`src/rtl/mybusmatrix_arb_pkg.sv`:
```
`default_nettype none
// ============================================================================
//  Module      : mybusmatrix_arb_pkg
//  Description : Shared AHB encodings and burst-length helper for the
//                parametrised bus-matrix output-stage arbiter.
//  Revision    : 1.0 - initial release
// ============================================================================
package mybusmatrix_arb_pkg;

   // HTRANS encodings
   localparam logic [1:0] HTRANS_IDLE   = 2'b00;
   localparam logic [1:0] HTRANS_BUSY   = 2'b01;
   localparam logic [1:0] HTRANS_NONSEQ = 2'b10;
   localparam logic [1:0] HTRANS_SEQ    = 2'b11;

   // HBURST encodings
   localparam logic [2:0] HBURST_SINGLE = 3'b000;
   localparam logic [2:0] HBURST_INCR   = 3'b001;
   localparam logic [2:0] HBURST_WRAP4  = 3'b010;
   localparam logic [2:0] HBURST_INCR4  = 3'b011;
   localparam logic [2:0] HBURST_WRAP8  = 3'b100;
   localparam logic [2:0] HBURST_INCR8  = 3'b101;
   localparam logic [2:0] HBURST_WRAP16 = 3'b110;
   localparam logic [2:0] HBURST_INCR16 = 3'b111;

   // Remaining beats after the first one of a burst (length - 1).
   // Undefined-length INCR and SINGLE never hold the grant.
   function automatic logic [3:0] burst_beats(input logic [2:0] hburst);
      logic [3:0] beats;
      case (hburst)
         HBURST_WRAP4,  HBURST_INCR4  : beats = 4'd3;
         HBURST_WRAP8,  HBURST_INCR8  : beats = 4'd7;
         HBURST_WRAP16, HBURST_INCR16 : beats = 4'd15;
         HBURST_SINGLE, HBURST_INCR   : beats = 4'd0;
         default                      : beats = 4'd0;
      endcase
      return beats;
   endfunction

endpackage
`default_nettype wire

```
`src/rtl/mybusmatrix_arb_param_rr_pick.sv`:
```
`default_nettype none
// ============================================================================
//  Module      : mybusmatrix_rr_pick
//  Description : Combinational request picker. Fixed mode returns the lowest
//                set request; rotating mode returns the first set request
//                after the start pointer, wrapping modulo NUM_PORTS.
//  Revision    : 1.0 - initial release
// ============================================================================
module mybusmatrix_rr_pick #(
   parameter int NUM_PORTS = 5,
   parameter int PORT_W    = 3
) (
   input  logic [NUM_PORTS-1:0] i_req,
   input  logic [PORT_W-1:0]    i_start,
   input  logic                 i_mode,
   output logic [PORT_W-1:0]    o_idx,
   output logic                 o_valid
);

   int                   w_pos;
   logic [NUM_PORTS-1:0] w_shifted;

   // Scan candidates in priority order and keep the first one requesting
   always_comb begin
      o_idx     = '0;
      o_valid   = 1'b0;
      w_pos     = 0;
      w_shifted = '0;
      for (int k = 0; k < NUM_PORTS; k++) begin
         if (i_mode) begin
            w_pos = (int'(i_start) + 1 + k) % NUM_PORTS;
         end else begin
            w_pos = k;
         end
         w_shifted = i_req >> w_pos;
         if (!o_valid && w_shifted[0]) begin
            o_valid = 1'b1;
            o_idx   = PORT_W'(w_pos);
         end
      end
   end

endmodule
`default_nettype wire

```
`src/rtl/mybusmatrix_arb_param.sv`:
```
`default_nettype none
// ============================================================================
//  Module      : mybusmatrix_arb_param
//  Description : Output-stage arbiter for one slave port of the AHB bus
//                matrix. Masked connectivity, fixed or round-robin policy,
//                lock hold and defined-length burst hold.
//  Revision    : 1.0 - initial release
// ============================================================================
module mybusmatrix_arb_param
   import mybusmatrix_arb_pkg::*;
#(
   parameter int                   NUM_PORTS  = 5,
   parameter int                   PORT_W     = 3,
   parameter logic [NUM_PORTS-1:0] PORT_MASK  = 5'b11100,
   parameter int                   ARB_MODE   = 0,
   parameter int                   BURST_HOLD = 1
) (
   input  logic                 HCLK,
   input  logic                 HRESETn,
   input  logic [NUM_PORTS-1:0] req_port,
   input  logic                 HREADYM,
   input  logic                 HSELM,
   input  logic [1:0]           HTRANSM,
   input  logic [2:0]           HBURSTM,
   input  logic                 HMASTLOCKM,
   output logic [PORT_W-1:0]    addr_in_port,
   output logic                 no_port,
   output logic                 grant_chg
);

   logic [PORT_W-1:0]    r_cur;
   logic [PORT_W-1:0]    r_rr_ptr;
   logic                 r_no_port;
   logic                 r_grant_chg;
   logic [3:0]           r_beat_cnt;

   logic [NUM_PORTS-1:0] w_req_eff;
   logic                 w_active;
   logic [3:0]           w_beat_next;
   logic                 w_burst_hold;
   logic [PORT_W-1:0]    w_pick_idx;
   logic                 w_pick_valid;
   logic [PORT_W-1:0]    w_cur_next;
   logic                 w_no_port_next;

   assign w_active = HSELM & (HTRANSM != HTRANS_IDLE);

   // The current owner keeps requesting while its transfer is still active
   for (genvar i = 0; i < NUM_PORTS; i++) begin : g_req_eff
      assign w_req_eff[i] = PORT_MASK[i] &
                            (req_port[i] | ((r_cur == PORT_W'(i)) & w_active));
   end

   mybusmatrix_rr_pick #(
      .NUM_PORTS (NUM_PORTS),
      .PORT_W    (PORT_W)
   ) u_pick (
      .i_req   (w_req_eff),
      .i_start (r_rr_ptr),
      .i_mode  (ARB_MODE != 0),
      .o_idx   (w_pick_idx),
      .o_valid (w_pick_valid)
   );

   // Beat count after the phase presented now is accepted
   always_comb begin
      w_beat_next = r_beat_cnt;
      if (HSELM) begin
         case (HTRANSM)
            HTRANS_NONSEQ : w_beat_next = burst_beats(HBURSTM);
            HTRANS_SEQ    : if (r_beat_cnt != 4'd0) w_beat_next = r_beat_cnt - 4'd1;
            HTRANS_BUSY   : w_beat_next = r_beat_cnt;
            HTRANS_IDLE   : w_beat_next = 4'd0;
            default       : w_beat_next = r_beat_cnt;
         endcase
      end
   end

   // Hold is judged on the post-acceptance count: a NONSEQ that starts a
   // defined burst keeps its owner, and the last SEQ (1 -> 0) re-arbitrates
   // on that same edge.
   assign w_burst_hold = (BURST_HOLD != 0) && (w_beat_next != 4'd0) && w_active;

   // Next owner selection in priority order: lock, burst, request, slave busy
   always_comb begin
      w_cur_next     = r_cur;
      w_no_port_next = r_no_port;
      if (HMASTLOCKM) begin
         w_cur_next = r_cur;
      end else if (w_burst_hold) begin
         w_cur_next = r_cur;
      end else if (w_pick_valid) begin
         w_cur_next     = w_pick_idx;
         w_no_port_next = 1'b0;
      end else if (HSELM) begin
         w_cur_next = r_cur;
      end else begin
         w_no_port_next = 1'b1;
      end
   end

   // Arbitration state, advanced only when the slave accepts a transfer
   always_ff @(posedge HCLK or negedge HRESETn) begin
      if (!HRESETn) begin
         r_cur       <= '0;
         r_no_port   <= 1'b1;
         r_grant_chg <= 1'b0;
         r_beat_cnt  <= 4'd0;
         r_rr_ptr    <= PORT_W'(NUM_PORTS - 1);
      end else if (HREADYM) begin
         r_cur       <= w_cur_next;
         r_no_port   <= w_no_port_next;
         r_grant_chg <= (w_cur_next != r_cur);
         r_beat_cnt  <= w_beat_next;
         if ((w_cur_next != r_cur) && !w_no_port_next) begin
            r_rr_ptr <= w_cur_next;
         end
      end else begin
         r_grant_chg <= 1'b0;
      end
   end

   assign addr_in_port = r_cur;
   assign no_port      = r_no_port;
   assign grant_chg    = r_grant_chg;

endmodule
`default_nettype wire

```
`config.mk`:
```
export PLATFORM = sky130hd
export DESIGN_NAME = mybusmatrix_arb_param
export DESIGN_NICKNAME = d
export VERILOG_FILES = /design/src/rtl/mybusmatrix_arb_pkg.sv /design/src/rtl/mybusmatrix_arb_param_rr_pick.sv /design/src/rtl/mybusmatrix_arb_param.sv
export SDC_FILE = /design/constraint.sdc
export NUM_CORES = 1
export LEC_CHECK = 0
export ABC_AREA = 0
export CORE_AREA = 3 3 101 103
export CTS_CLUSTER_SIZE = 12
export DETAILED_ROUTE_END_ITERATION = 12
export DIE_AREA = 0 0 104 106
export PLACE_DENSITY = 0.67
export SYNTH_ARGS = -nofsm -noshare
export SYNTH_HDL_FRONTEND = slang
export SYNTH_HIERARCHICAL = 1
export SYNTH_SLANG_ARGS = --single-unit
```
`constraint.sdc`:
```
create_clock -name HCLK -period 17.12 [get_ports HCLK]
set_input_delay 3.424 -clock HCLK [delete_from_list [all_inputs] [get_ports HCLK]]
set_output_delay 3.424 -clock HCLK [all_outputs]
set_load 0.005 [all_outputs]
```
; Yosys cells after proc, flatten, opt, wreduce, memory -nomap -nowiden
; Memory sizes are Yosys's and may differ from the RTL's.
; Index checks and enable logic that the tools add are counted.
[totals]
romBits = 32
memories = 1
inputBits = 15
wordCells = 48
regBits = 9
output_inout_bits = 5
[op_classes]
n_reduce_logical = 10
n_eq_ne = 8
addsub = 1
bitwise_logic = 9
muxes = 15
[memory_table]
columns = name, depth, word_bits, read_ports, rd_ports_with_merged_regs, wr, line
row1 = (no name shown), 8, 4, 1, 0, 0, mybusmatrix_arb_pkg.sv:30  ; case (hburst)
[op_table]
columns = operator, count
row1 = 4-bit one-hot mux with 4 select lines, 1
row2 = 3-bit 2-to-1 mux, 4
row3 = 4-bit 2-to-1 mux, 2
row4 = 4-bit nonzero test, 2
row5 = "3-bit by 2-bit equality test with 1-bit output, second input constant", 2
row6 = 1-bit 2-to-1 mux, 6
row7 = 1-bit AND, 4
row8 = "2-bit equality test, second input constant", 2
row9 = 2-bit 2-to-1 mux, 2
row10 = 4-bit AND reduction, 1
row11 = "4-bit by 1-bit subtractor with 4-bit output, second input constant", 1
row12 = "3-bit equality test, second input constant", 1
row13 = 1-bit logical AND, 3
row14 = 3-bit inequality test, 1
row15 = 1-bit bitwise OR, 3
row16 = "2-bit by 1-bit equality test with 1-bit output, second input constant", 1
row17 = 1-bit logical NOT, 2
row18 = 2-bit logical NOT, 1
row19 = "2-bit by 1-bit inequality test with 1-bit output, second input constant", 1
row20 = 1-bit inverter, 2
row21 = 2-bit nonzero test, 1

; Logic depth before layout (Yosys ltp)
; Gate-level depths: netlist (run 1).
[depth]
ltp_word = 16
ltp_mapped = 35
depth_no_buf = 30

; Cells and area by module
; Netlist (run 1), hierarchy kept.
[modules_own_cells]
columns = mod, n_inst, area_per_inst_um2, cells_per_inst
row1 = mybusmatrix_rr_pick, 1, 3892.5, 571
row2 = mybusmatrix_arb_param, 1, 784.5, 83

; Worst setup path before layout (run 1)
; No wires, ideal clock.
[synth_path]
path_kind = register to register
startpoint = reg r_rr_ptr[0] (netlist name)
endpoint = reg r_rr_ptr[0] (netlist name)
path_stages_with_launch = 32
synth_period_minus_slack_ps = 6999
arrival_ps = 6874
path_slack_ps = 10121
path_buffers = 4
path_cell_list = dfrtp_1 buf_2 inv_1 clkbuf_1 ha_1 clkbuf_1 inv_1 ha_1 nor3_1 a31o_2 o21ai_0 ha_1 nor2b_1 nor2_1 nor2_1 a221o_1 nand2_1 ha_1 clkbuf_1 o221ai_1 a21oi_2 nor3_1 nor4_1 nand3_1 o22ai_1 a22oi_1 a21oi_1 xnor2_1 nand2_1 nor2_1 nor3_4 mux2_2

==> results of run 1 <==
sequential cells by signal, indices dropped and copies added, names as in the netlist:
register      count
r_beat_cnt        4
addr_in_port      3
r_rr_ptr          3
grant_chg         1
no_port           1
routing by layer:
layer,vias up,part of all wire,GRT usage
met4,0,0.021,0.0598
met1,2492,0.44,0.325
met3,32,0.062,0.0298
li1,2501,-,-
met5,-,0,0
met2,215,0.48,0.439
area by class of cell:
type,instances,area share
inverter,34,0.0262
sequential,12,0.0610
multi-input combinational,583,0.831
tap,129,0.0325
timing repair buffer,21,0.0398
clock buffer,4,0.00908
tightest hold or removal path: stages (launching register included):
cell	delay, ps
dfstp_2	360
nor2_1	100
nor2_1	50
cell families after synthesis:
kind of cell | share of synthesized area
DFF | 0.0647
buffers and inverters | 0.0607
other | 0.000802
AOI/OAI and AO/OA | 0.412
and+or+nand+nor | 0.279
xor gates and xnor gates | 0.0356
muxes | 0.0412
adders and majority gates | 0.106
per-stage QoR:
| stage | utilization | hold WS [ps] | std cells | cell area, sq um |
|---|---|---|---|---|
| 2_1_floorplan | - | 488 | 663 | 4710 |
| 3_3_place_gp | 0.530 | 494 | 779 | 4920 |
| 3_5_place_dp | 0.530 | 516 | 779 | 4920 |
| 4_1_cts | 0.534 | 523 | 783 | 4960 |
| 5_1_grt | 0.534 | 543 | 783 | 4960 |
| 6_report | 0.534 | 515 | 783 | 4960 |
worst paths after layout:
check	startpoint	endpoint	slack, ps
max	r_rr_ptr[0]$_DFFE_PN0P_	r_rr_ptr[0]$_DFFE_PN0P_	8880
max in group asynchronous	HRESETn	no_port$_DFFE_PN1P_	13200
max reg2reg	r_rr_ptr[0]$_DFFE_PN0P_	r_rr_ptr[0]$_DFFE_PN0P_	8880
min in group asynchronous	HRESETn	addr_in_port[2]$_DFFE_PN0P_	3540
min	no_port$_DFFE_PN1P_	no_port$_DFFE_PN1P_	510
min reg2reg	no_port$_DFFE_PN1P_	no_port$_DFFE_PN1P_	510
cell usage in the layout (no fill, tap or decap), types with 6 or more instances in the layout:
cell / netlist / routed
inv_1: 32 / 32
nand3b_1: 8 / 8
ha_1: 39 / 39
nand3_1: 16 / 16
nand2_1: 61 / 61
o21ai_0: 48 / 48
nor4_1: 6 / 6
a31oi_1: 12 / 12
a211oi_1: 10 / 10
nor2_1: 52 / 52
nor3_1: 19 / 19
or2_2: 6 / 6
o211ai_1: 11 / 11
mux2i_1: 8 / 8
clkdlybuf4s50_1: 0 / 16
xnor2_1: 12 / 12
o21ai_1: 6 / 6
a311oi_1: 7 / 7
and2_1: 9 / 9
conb_1: 1 / 10
nor2b_1: 10 / 10
dfrtp_1: 10 / 10
a21oi_1: 43 / 43
o31ai_1: 9 / 9
o21a_1: 7 / 7
a22oi_1: 8 / 8
a21o_1: 9 / 9
nand2b_1: 11 / 11
mux2_2: 10 / 10
==> out/results.ini, run 1 <==
[logic_synthesis]
synth.avg_cell_area_sq_um=7.15
synth_edf_count=0
yosysWarnings=6
synth_area_sq_mm=0.00468
netlist.area_leader.share=0.104
ys_seq_area_frac=0.0647
syn_inst=654
synthArstFlopShare=1.00
yosys-top-cells-area=ha_1, dfrtp_1, o21ai_0
synth.distinct_cells=110
synth-seq-cells=12
synth_ff_type=dfrtp_1
yosys-top-cells-count=nand2_1, nor2_1, o21ai_0
yosysTopAreaCell=ha_1
yosysMostFrequentCell=nand2_1

[clock_network]
cts_sinks=12
htreeDepth=1
clk_pin_slew_worst_paths_ps=50
cts_tree=done
cts_buffer_depth=2
post_cts_buffers=0
cts_made_buffers=3
clockRootBuffer=clkbuf_8
postCtsHoldBufs=0
cts_resized=0
clk_latency_ps=250

[timing]
skew_ps=5.64
worst_slack_ps=8880
period_needed_ps=8240
fmax_mhz=121
slew_headroom=0.384
hold_viol=0
rsz0062_at_grt=false
tns_ps=0
drv_slew=0
setup_violations=0
worst_pin_slew_ps=919
fin_crit_sh=0.481

[worst_setup_path]
critical_path_required_ps=17250
slowest_delay_ps=510
crit_path_frequent_cell=ha_1
arrival_ps=8380
critPathMaxFanout=46
crit_path_top_delay_cell=nor4_1
crit_type=register to register
r2r_cells=28
crit_path_end_kind=register
cp_top_family=compound AO/OA/AOI/OAI gates
start_kind=register
worstSetupPathDepth=28
worst-path-buf-inv=3

[hold_path]
hold_class=register to register
min_path_cells=2

[final_layout]
regArea_sq_um=303
nNetsFinal=709
n_fill_cell=947
diodes=0
drive_gt1_frac=0.107
multiInputGateArea_sq_mm=0.00412
area_delta_synth_final_pct=6.07

[outcome]
status=completed

[global_routing]
grtUsageTotal=0.249
grt_pass1_wl_mm=23.7
grt_pass1_vias=4937
grt_max_degree=47
grt_overflow_total=0
antenna_found_initial=0

[route]
drt-wirelength-per-cell_um=17.8
drc=0
drt-pass1-iter-count=8
routed_via_density=6.69
final_antenna_net_count=0
drtIter0Drc=342
vias=5240
wl_mm=14.0

[die]
core_area_sq_mm=0.00928
dieArea_sq_mm=0.0110
die_h_um=106
ios=20
start_util=0.504
die_w_um=104
fp-row-count=35

[placement]
pre_cts_ws_ps=9090
dpl.hpwl_mm=10.4
gp_congestion=0.962
portBuffers=16

[run]
max_cap_viol_count=0

Power of run 1 is not shown: default switching activity piles up to over one toggle a cycle in this logic, so the estimate is an artifact.
==> run 2, diff against run 1 <==
PLACE_DENSITY = 0.69   (was 0.67)
clock period = 7.1 ns   (was 17.12 ns; I/O delays follow)
==> run 2 against run 1 <==
Compared with the run above:
- final area grew 4.0%
- cell count grew 2.7%
- non-clock buffer count grew 21
- critical endpoint unchanged
- first-iteration DRC count fell by 0.88%
- largest cell class unchanged
==> out/results.ini, run 2 (synthesis gave the netlist of run 1 again) <==
[placement]
dpl.hpwl_mm=11.1  ; +6.5%
portBuffers=16  ; unchanged
gp_congestion=0.970  ; +0.81%
pre_cts_ws_ps=153  ; -8940 ps
placed_area_sq_mm=0.00504  ; +2.6%

[die]
start_util=0.504  ; unchanged
dieArea_sq_mm=0.0110  ; unchanged
ios=20  ; unchanged
fp-row-count=35  ; unchanged
core_area_sq_mm=0.00928  ; unchanged
die_w_um=104  ; unchanged
die_h_um=106  ; unchanged

[clock_network]
cts_made_buffers=3  ; unchanged
clk_pin_slew_worst_paths_ps=50  ; about the same
cts_buffer_depth=2  ; unchanged
clk_latency_ps=230  ; -20 ps
postCtsHoldBufs=0  ; unchanged
cts_sinks=12  ; unchanged
cts_tree=done
htreeDepth=1  ; unchanged
clockRootBuffer=clkbuf_8

[route]
drc=0  ; unchanged
drt-wirelength-per-cell_um=17.8  ; about the same
routed_via_density=6.59  ; -1.6%
wl_mm=14.3  ; +2.7%
drtIter0Drc=339  ; -0.88%
final_antenna_net_count=0  ; unchanged
drt-pass1-iter-count=7  ; -1
vias=5295  ; +1.0%

[final_layout]
postLayoutCellArea_sq_mm=0.00516  ; +4.0%
area_delta_synth_final_pct=10.3
drive_gt1_frac=0.145  ; +0.0382
layout_common_cells=nand2_1, nor2_1, o21ai_0
n_fill_cell=938  ; -0.95%
largest_reg_flops=4  ; unchanged
regMostFlops=r_beat_cnt
diodes=0  ; unchanged
layout.cells.most_common=nand2_1
nNetsFinal=730  ; +3.0%

[worst_setup_path]
crit_type=register to register
critPathMaxFanout=10  ; -78%
r2r_setup_slack_ps=430  ; -8450 ps
arrival_ps=6790  ; -1590 ps
crit_path_end_kind=register
critical_path_required_ps=7220  ; -10,030 ps
start_kind=register

[global_routing]
grt_max_degree=39  ; -17%
grt_overflow_total=0  ; unchanged
antenna_found_initial=0  ; unchanged
grt_pass1_wl_mm=23.8  ; +0.50%
grt_pass1_vias=4933  ; -0.081%
grtUsageTotal=0.249  ; about the same

[timing]
fin_crit_sh=0.940  ; +0.458
worst_pin_slew_ps=852  ; -67.1 ps
drv_slew=0  ; unchanged
setup_violations=0  ; unchanged
period_needed_ps=6670  ; -1570 ps
worst_slack_ps=429  ; -8450 ps
fmax_mhz=150  ; +24%
skew_ps=1.58  ; -4.06 ps
slew_headroom=0.417  ; +0.0329
hold_viol=0  ; unchanged
hold_ws_ps=501  ; -13.7 ps

[hold_path]
hold_class=register to register

[outcome]
status=completed

[run]
max_cap_viol_count=0  ; unchanged

==> run 2: critical path, cell delays in order (launching register included) <==
cell and delay (ps):
dfrtp_1 450, ha_1 370, xor2_2 320, ha_1 290
nand3b_1 200, a31o_2 290, o21ai_0 120, ha_1 310
nor2b_1 70, nor2_2 230, nor2_1 140, a221o_1 400
nand2_1 190, ha_2 340, o221ai_1 240, a21oi_2 340
nor3_1 90, nor4_1 510, nand3_1 250, o22ai_1 180
a22oi_1 100, a21oi_1 280, xnor2_1 100, nand2_1 120
nor2_1 90, nor3_4 170, mux2_2 360
==> run 2: layout make-up <==
cell class / instances / area [sq um] / share of cell area
Multi-Input combinational cell: 583 / 4150 / 0.805
Timing Repair Buffer: 42 / 355 / 0.0689
Sequential cell: 12 / 303 / 0.0587
Tap cell: 129 / 161 / 0.0313
Inverter: 34 / 130 / 0.0252
Clock buffer: 4 / 55.1 / 0.0107
==> run 2: repair_timing <==
item	4_1_cts	5_1_grt
setup endpoints to repair	0	5
buffers inserted	0	4
resized for setup	0	7
==> run 2: metrics by stage <==
step                      TNS, ps  std cells   util
after global routing        -8.90        804  0.556
after floorplan                 0        663      -
after CTS                       0        800  0.549
final                           0        804  0.556
after detailed placement        0        796  0.543
after global placement          0        796  0.543
==> run 2: worst paths after layout <==
check / from / end / cells past startpoint
setup / recovery: r_rr_ptr[1]$_DFFE_PN0P_ / r_rr_ptr[0]$_DFFE_PN0P_ / 26
hold / removal: no_port$_DFFE_PN1P_ / no_port$_DFFE_PN1P_ / 2
setup reg to reg: r_rr_ptr[1]$_DFFE_PN0P_ / r_rr_ptr[0]$_DFFE_PN0P_ / 26
hold reg to reg: no_port$_DFFE_PN1P_ / no_port$_DFFE_PN1P_ / 2
max in group asynchronous: HRESETn / r_rr_ptr[2]$_DFFE_PN1P_ / 1
min in group asynchronous: HRESETn / grant_chg$_DFF_PN0_ / 1
==> run 2: routing by layer <==
layer	track usage	routed length, um	vias to the layer above
met5	0	0	-
met3	0.0194	753	33
met2	0.451	6990	193
met4	0.0551	299	0
li1	-	-	2538
met1	0.323	6300	2531
Power of run 2 is left out for the same reason.
==> run 3, diff against run 2 <==
CELL_PAD_IN_SITES_DETAIL_PLACEMENT = 0   (was default)
CELL_PAD_IN_SITES_GLOBAL_PLACEMENT = 2   (was default)
CORE_AREA = 3 3 124 126   (was 3 3 101 103)
DIE_AREA = 0 0 127 129   (was 0 0 104 106)
PLACE_DENSITY = default   (was 0.69)
PLACE_DENSITY_LB_ADDON = 0.1   (was default)
==> run 3 against run 2 <==
Compared with the run above:
- wire length grew 9.8%
- via count shrank 3.1%
- first-iteration DRC count shrank 0.88%
- non-clock buffer count shrank 2
- core utilization shrank 19 points
- setup slack gained 89 ps
- register-to-register slack gained 90 ps
- sequential share of layout area shrank 0.094 points
==> out/results.ini, run 3 (synthesis gave the netlist of run 1 again) <==
[outcome]
status=completed

[global_routing]
grt_max_degree=39  ; unchanged
grtUsageTotal=0.189  ; -0.0604
grt_overflow_total=0  ; unchanged
grt_pass1_wl_mm=25.9  ; +8.6%
grt_pass1_vias=4948  ; +0.30%
antenna_found_initial=0  ; unchanged

[clock_network]
cts_tree=done
postCtsHoldBufs=0  ; unchanged
cts_resized=0  ; unchanged
clk_pin_slew_worst_paths_ps=40  ; about the same
htreeDepth=1  ; unchanged
post_cts_buffers=0  ; unchanged
cts_buffer_depth=2  ; unchanged
cts_made_buffers=3  ; unchanged
clk_latency_ps=240  ; about the same
cts_sinks=12  ; unchanged
clockRootBuffer=clkbuf_16

[final_layout]
layout.cells.most_common=nand2_1
regMostFlops=r_beat_cnt
diodes=0  ; unchanged
largest_reg_flops=4  ; unchanged
drive_gt1_frac=0.140  ; -0.00551
n_fill_cell=1550  ; +65%
layout_common_cells=nand2_1, nor2_1, o21ai_0
area_delta_synth_final_pct=12.1
nNetsFinal=728  ; -0.27%

[die]
core_area_sq_mm=0.0144  ; +55%
die_h_um=129  ; +22%
ios=20  ; unchanged
die_w_um=127  ; +22%
start_util=0.324  ; -0.180
fp-row-count=44  ; +26%
dieArea_sq_mm=0.0164  ; +49%

[timing]
rsz0062_at_grt=false
drv_slew=0  ; unchanged
skew_ps=1.88  ; +0.298 ps
fmax_mhz=152  ; +1.4%
tns_ps=0  ; unchanged
period_needed_ps=6580  ; -89.5 ps
setup_violations=0  ; unchanged
slew_headroom=0.414  ; -0.00312
hold_viol=0  ; unchanged
worst_pin_slew_ps=857  ; +4.57 ps
hold_ws_ps=512  ; +10.9 ps
fin_crit_sh=0.927  ; -0.0126

[placement]
gp_congestion=0.886  ; -8.7%
portBuffers=16  ; unchanged
dpl.hpwl_mm=12.1  ; +9.2%

[route]
drc=0  ; unchanged
vias=5131  ; -3.1%
drt-pass1-iter-count=7  ; unchanged
final_antenna_net_count=0  ; unchanged
routed_via_density=5.99  ; -9.1%
wl_mm=15.7  ; +9.8%
drtIter0Drc=336  ; -0.88%
drt-wirelength-per-cell_um=18.4  ; +3.0%

[worst_setup_path]
start_kind=register
slowest_delay_ps=500  ; about the same
crit_path_top_delay_cell=dfrtp_1
critical_path_required_ps=7220  ; about the same
critPathMaxFanout=9  ; -1
crit_path_frequent_cell=ha_1
crit_type=register to register
arrival_ps=6700  ; -90 ps
crit_path_end_kind=register

[run]
max_cap_viol_count=0  ; unchanged

[hold_path]
hold_class=register to register

run 3: cell count changes in the layout (fill, tap and decap cells not counted):
cell	before	now
a211oi_2	1	2
a211oi_4	1	0
a21oi_2	1	0
a21oi_4	0	1
buf_4	26	24
clkbuf_16	0	3
clkbuf_8	4	1
ha_1	37	39
ha_2	2	0
nor3_1	18	19
nor3_2	1	0
nor4_1	6	5
nor4_2	1	2
run 3: layout make-up:
type                    instances  area, sq um  share of cell area
clock buffers                   4         88.8              0.0169
inverters                      34          130              0.0248
multi-input cells             583         4150               0.792
flip-flops and latches         12          303              0.0578
well taps                     184          230              0.0439
repair buffers                 40          340              0.0649
run 3: worst paths after layout:
check,start,to,slack (ps),depth (start not counted)
worst max-delay path,r_rr_ptr[0]$_DFFE_PN0P_,r_rr_ptr[1]$_DFFE_PN0P_,520,28
worst min-delay path,no_port$_DFFE_PN1P_,no_port$_DFFE_PN1P_,510,2
worst max register to register,r_rr_ptr[0]$_DFFE_PN0P_,r_rr_ptr[1]$_DFFE_PN0P_,520,28
worst min register to register,no_port$_DFFE_PN1P_,no_port$_DFFE_PN1P_,510,2
max in group asynchronous,HRESETn,r_rr_ptr[2]$_DFFE_PN1P_,5180,1
min in group asynchronous,HRESETn,r_beat_cnt[0]$_DFFE_PN0P_,1550,1
run 3: per-stage QoR:
stage          worst slack, ps  utilization  instances  area [sq um]
5_1_grt                   67.5        0.363        857          5240
6_report                   519        0.363        857          5240
4_1_cts                    236        0.362        857          5220
2_1_floorplan              101            -        663          4710
3_3_place_gp               276        0.355        853          5130
3_5_place_dp               275        0.355        853          5130
run 3: routing by layer:
layer / wire, um / share of wire / GRT usage / vias to the layer above
li1: - / - / - / 2534
met1: 7450 / 0.47 / 0.258 / 2464
met2: 7600 / 0.48 / 0.333 / 120
met3: 547 / 0.035 / 0.0170 / 13
met4: 154 / 0.0098 / 0.0240 / 0
met5: 0 / 0 / 0 / -
run 3: critical path: cells and delay by family (launching register included):
kind	cells	cell delay (ps)
AO/OA/AOI/OAI	10	2100
AND/OR/NAND/NOR	9	1820
adder cells (fa/ha/maj)	4	1050
flip-flops	1	500
buffers and inverters	2	380
multiplexers	1	360
XOR/XNOR	2	260
Power of run 3 is left out for the same reason.
